==> src/rtl/seq_monitor_pkg.sv <==
// Shared types and constants for the sequencer monitor: FSM encoding and
// the fixed segment patterns used when the display is not showing a digit.
package seq_monitor_pkg;

   typedef enum logic [1:0] {
      SYNC  = 2'd0,
      TRACK = 2'd1,
      FAULT = 2'd2
   } fsm_t;

   localparam logic [6:0] SEG_BLANK = 7'h00;
   localparam logic [6:0] SEG_DASH  = 7'h40;

endpackage

==> src/rtl/hex_to_seg7.sv <==
// Combinational 4-bit to 7-segment decoder, segments {g,f,e,d,c,b,a}
// active-high. The caller registers the result.
module hex_to_seg7 (
   input  logic [3:0] nibble,
   output logic [6:0] seg
);

   always_comb begin
      seg = 7'h00;
      case (nibble)
         4'h0: seg = 7'h3F;
         4'h1: seg = 7'h06;
         4'h2: seg = 7'h5B;
         4'h3: seg = 7'h4F;
         4'h4: seg = 7'h66;
         4'h5: seg = 7'h6D;
         4'h6: seg = 7'h7D;
         4'h7: seg = 7'h07;
         4'h8: seg = 7'h7F;
         4'h9: seg = 7'h6F;
         4'hA: seg = 7'h77;
         4'hB: seg = 7'h7C;
         4'hC: seg = 7'h39;
         4'hD: seg = 7'h5E;
         4'hE: seg = 7'h79;
         4'hF: seg = 7'h71;
         default: seg = 7'h00;
      endcase
   end

endmodule

==> src/rtl/seq_monitor.sv <==
// Checks each step of a 4-bit state sequencer against a successor table,
// counts illegal steps and wraps, detects a stuck sequencer, drives a display.
module seq_monitor
   import seq_monitor_pkg::*;
#(
   parameter logic [63:0] NEXT_TABLE  = 64'h0FEDCBA987654321,
   parameter logic [3:0]  START_STATE = 4'd0,
   parameter int          ERR_LIMIT   = 16,
   parameter int          STUCK_LIMIT = 8,
   parameter int          ERR_W       = 8
) (
   input  logic             Clk,
   input  logic             Clr,
   input  logic [3:0]       State,
   output logic             Synced,
   output logic             Mismatch,
   output logic             Fault,
   output logic             Stuck,
   output logic [ERR_W-1:0] ErrCnt,
   output logic [7:0]       WrapCnt,
   output logic [6:0]       Seg
);

   localparam int               REP_W   = $clog2(STUCK_LIMIT + 1);
   localparam logic [ERR_W-1:0] ERR_MAX = '1;

   fsm_t             fsm_q, fsm_d;
   logic [3:0]       prev_q;
   logic [REP_W-1:0] rep_q, rep_d;
   logic [3:0]       exp_state;
   logic [6:0]       seg_hex;
   logic [6:0]       seg_d;
   logic             mis_d;
   logic             stuck_d;
   logic [ERR_W-1:0] err_d;
   logic [7:0]       wrap_d;

   hex_to_seg7 u_hex (
      .nibble (State),
      .seg    (seg_hex)
   );

   // prev_q indexes a 4-bit slot of the packed table
   assign exp_state = NEXT_TABLE[{prev_q, 2'b00} +: 4];

   always_comb begin
      fsm_d   = fsm_q;
      rep_d   = rep_q;
      err_d   = ErrCnt;
      wrap_d  = WrapCnt;
      stuck_d = Stuck;
      mis_d   = 1'b0;
      seg_d   = seg_hex;
      case (fsm_q)
         SYNC: begin
            rep_d = '0;
            if (State == START_STATE) fsm_d = TRACK;
         end
         TRACK: begin
            if (State != exp_state) begin
               mis_d = 1'b1;
               if (ErrCnt != ERR_MAX) err_d = ErrCnt + 1'b1;
            end else if (State == START_STATE) begin
               wrap_d = WrapCnt + 1'b1;
            end
            rep_d = (State == prev_q) ? rep_q + 1'b1 : '0;
            // Stuck and error-limit exits may fire together; both take effect
            if (rep_d == REP_W'(STUCK_LIMIT)) begin
               stuck_d = 1'b1;
               fsm_d   = FAULT;
            end
            if (mis_d && (err_d == ERR_W'(ERR_LIMIT))) fsm_d = FAULT;
         end
         FAULT: begin
            fsm_d = FAULT;
         end
         default: begin
            fsm_d = SYNC;
         end
      endcase
      if (fsm_d == FAULT) seg_d = SEG_DASH;
   end

   always_ff @(posedge Clk) begin
      if (Clr) begin
         fsm_q    <= SYNC;
         prev_q   <= 4'd0;
         rep_q    <= '0;
         Synced   <= 1'b0;
         Mismatch <= 1'b0;
         Fault    <= 1'b0;
         Stuck    <= 1'b0;
         ErrCnt   <= '0;
         WrapCnt  <= 8'd0;
         Seg      <= SEG_BLANK;
      end else begin
         fsm_q    <= fsm_d;
         prev_q   <= State;
         rep_q    <= rep_d;
         Synced   <= (fsm_d == TRACK);
         Mismatch <= mis_d;
         Fault    <= (fsm_d == FAULT);
         Stuck    <= stuck_d;
         ErrCnt   <= err_d;
         WrapCnt  <= wrap_d;
         Seg      <= seg_d;
      end
   end

endmodule

==> config.mk <==
export PLATFORM = sky130hd
export DESIGN_NAME = seq_monitor
export DESIGN_NICKNAME = d
export VERILOG_FILES = /design/src/rtl/seq_monitor_pkg.sv /design/src/rtl/hex_to_seg7.sv /design/src/rtl/seq_monitor.sv
export SDC_FILE = /design/constraint.sdc
export NUM_CORES = 1
export LEC_CHECK = 0
export ABC_AREA = 1
export CAP_MARGIN = 20
export CELL_PAD_IN_SITES_DETAIL_PLACEMENT = 0
export CELL_PAD_IN_SITES_GLOBAL_PLACEMENT = 1
export CORE_MARGIN = 3
export CORE_UTILIZATION = 40
export DETAILED_ROUTE_END_ITERATION = 12
export DONT_BUFFER_PORTS = 1
export GPL_TIMING_DRIVEN = 0
export MAX_ROUTING_LAYER = met4
export PLACE_DENSITY_LB_ADDON = 0.1
export SYNTH_ARGS = -nofsm -noshare
export SYNTH_HDL_FRONTEND = slang
export SYNTH_SLANG_ARGS = --single-unit
==> constraint.sdc <==
create_clock -name Clk -period 3.14 [get_ports Clk]
set_input_delay 0.628 -clock Clk [delete_from_list [all_inputs] [get_ports Clk]]
set_output_delay 0.628 -clock Clk [all_outputs]
set_load 0.005 [all_outputs]
==> results.cfg <==
[hold_path]
worstHoldPathCells = 2
hold_end = rep_q[3]
hp-start = rep_q[3]
min_path_type = reg2reg

[finish]
nNetsFinal = 326
syn_to_final_growth_pct = 7.97
n_antenna_cell = 0
drive_gt1_share_pct = 14.0
fin_area_mm2 = 0.00235

[setup_path]
crit_path_max_fanout = 10
required_ns = 3.31
worstPathArrival_ns = 2.44
reg2reg_setup_slack_ns = 0.87
critPathKind = reg2reg
r2r-end = Seg[0]
rr_startpoint = prev_q[0]
reg2reg_depth = 15
end_kind = flop
start_kind = flop

[placement]
dpl.hpwl_um = 3470
gp_congestion = 0.780
post_dp_cell_area_mm2 = 0.00227
pre_cts_slack_ns = 0.884
portBuffers = 0

[yosys]
netlist.area_leader.share_pct = 34.0
yosysTopAreaCell = dfxtp_1
yosys-top-cells-area = dfxtp_1, nand2_1, ha_1, inv_1, a21oi_1
yosys.cell_types.count = 34
ys_dominant_reg_cell = dfxtp_1
syn_area_per_cell_um2 = 7.29
yosysSeqAreaShare_pct = 34.0
syn_inst = 299
async_flop_share_pct = 0
ys_ff_latch = 37
synth_edf_count = 0
yosysWarningCount = 0
synth_nets = 319
syn_area_mm2 = 0.00218

[power_and_ir_drop]
p_total_uw = 940
power-per-cell-area_mw_per_mm2 = 399
peakVddDrop_mv = 0.178
p_leak_uw = 0.00104

[sta]
finalCritPeriodShare_pct = 72.3
final.setup.worst_slack_ns = 0.870
setup_tns_ns = 0
hold_violations = 0
worst_pin_slew_ns = 0.570
finalSetupViolations = 0
post-route-min-period_ns = 2.27
drv_slew = 0
skew_ns = 0.00871
maxSlewHeadroom_pct = 62.0
rsz0062_at_grt = false
timing.fmax_mhz = 441
whs_ns = 0.471

[floorplan]
core_region_area_mm2 = 0.00520
fp.dieH_um = 79.8
rows = 26
start_util_pct = 41.9
die_x_um = 79.8
dieArea_mm2 = 0.00637
top_level_ports = 33

[cts]
numCtsBuffers = 5
cts_buffer_depth = 2
cts_num_sinks = 37
insertion_delay_ns = 0.29
cts_tree = done
hold_buffers = 0
htree_levels = 2
root_buffer = clkbuf_8
post-cts-setup-buffers = 0
cts-resized-gates = 0
clk_pin_slew_ns = 0.07

[routing]
drc = 0
via_per_inst = 4.79
drt_wl_total_um = 4630
drtAntennaViolNets = 0
num_vias = 1804
dr.pass1.iters = 4
dr.first_iter.drc_count = 73
post_drt_wl_per_cell_um = 12.3

[global_route]
antenna_found_initial = 0
grt_overflow = 0
gr-usage-all-layers_pct = 17.0
grt_pass1_wl_um = 8270
grt_start_max_net_pins = 13
grt_pass1_vias = 1736

[job]
maxCapViolations = 0

[outcome]
outcome = complete, no violations
logic make-up (layout without fill, tap and decap cells):
group | after synthesis | in the layout | share of synthesized area (%)
AND/OR/NAND/NOR | 141 | 141 | 33.0
XOR/XNOR | 9 | 9 | 3.61
buffers and inverters | 49 | 57 | 9.06
AO/OA/AOI/OAI | 49 | 49 | 12.3
adder cells (fa/ha/maj) | 14 | 14 | 8.03
flip-flops | 37 | 37 | 34.0
worst max path at each step:
stage,slack [ns],cells past startpoint,end,startpoint
floorplan,1.11,15,Seg[2],prev_q[0]
global placement,0.89,15,Seg[5],prev_q[0]
detailed placement,0.88,15,Seg[0],prev_q[0]
CTS,0.86,15,Seg[0],prev_q[0]
global route,0.69,14,Seg[6],prev_q[0]
finish,0.87,15,Seg[0],prev_q[0]
cell usage in the layout, fill, tap and decap left out, types with 3 or more instances in the layout:
| cell type | netlist | final |
|---|---|---|
| a21oi_1 | 27 | 27 |
| clkbuf_1 | 3 | 3 |
| clkbuf_8 | 0 | 5 |
| dfxtp_1 | 37 | 37 |
| ha_1 | 14 | 14 |
| inv_1 | 38 | 38 |
| inv_2 | 3 | 3 |
| nand2_1 | 62 | 62 |
| nand2_2 | 4 | 4 |
| nand2_4 | 4 | 4 |
| nand3_1 | 20 | 20 |
| nand3_2 | 5 | 5 |
| nand4_1 | 4 | 4 |
| nor2_1 | 23 | 23 |
| nor2_2 | 9 | 9 |
| nor3_1 | 4 | 4 |
| o211ai_1 | 3 | 3 |
| o21ai_0 | 13 | 13 |
| xnor2_1 | 5 | 5 |
| xor2_1 | 4 | 4 |
synthesized netlist by cell type (2+ instances only):
master    number
nand2_1       62
xor2_1         4
nand3_1       20
nor3_1         4
nor2_2         9
nand4_1        4
o211ai_1       3
dfxtp_1       37
clkbuf_1       3
ha_1          14
a21oi_1       27
buf_2          2
o21ai_0       13
nor3_2         2
nand2_4        4
nand2_2        4
nor2_1        23
xnor2_1        5
inv_2          3
inv_1         38
nand3_2        5
layout make-up:
| type | count | area [µm²] |
|---|---|---|
| clock inverters | 3 | 17.5 |
| fillers | 552 | 2850 |
| multi-input cells | 213 | 1240 |
| plain buffers | 8 | 43.8 |
| flip-flops and latches | 37 | 741 |
| well taps | 70 | 87.6 |
| clock buffers | 5 | 68.8 |
| inverters | 41 | 154 |
power by group:
| group | switching (µW) | total [µW] | leakage [µW] | internal, µW |
|---|---|---|---|---|
| combinational | 76.1 | 117 | 0.000692 | 40.5 |
| sequential | 14.6 | 499 | 0.000302 | 484 |
| clock | 171 | 324 | 0.0000439 | 153 |
critical path, stage by stage (launching register included):
cell and delay (ns):
dfxtp_1 0.40, inv_1 0.08, ha_1 0.30, xnor2_1 0.18, nand3_2 0.14, nor2_8 0.17
nand2_4 0.07, buf_6 0.14, nand2_2 0.05, nand2_1 0.07, nor2_2 0.14, nand3_2 0.10
nand2_4 0.10, nand2_4 0.07, nand2_8 0.09, nor2_2 0.04
stage by stage:
step           utilization [%]  cells
2_1_floorplan                -    299
3_3_place_gp              43.6    369
3_5_place_dp              43.6    369
4_1_cts                   45.2    377
5_1_grt                   45.2    377
6_report                  45.2    377
registers in the layout, summed over array words and instances (netlist names):
register	cells
Stuck	1
ErrCnt	8
fsm_q	2
rep_q	4
Synced	1
Mismatch	1
Fault	1
WrapCnt	8
prev_q	4
Seg	7
per-layer routing:
metal	vias to the layer above	routed length [µm]	GRT usage, %
met1	796	2360	23.4
met2	31	1990	24.5
met4	0	45	5.07
met3	5	236	4.40
met5	-	0	-
li1	972	-	-
Note: power is estimated with default switching activity, not from simulation.
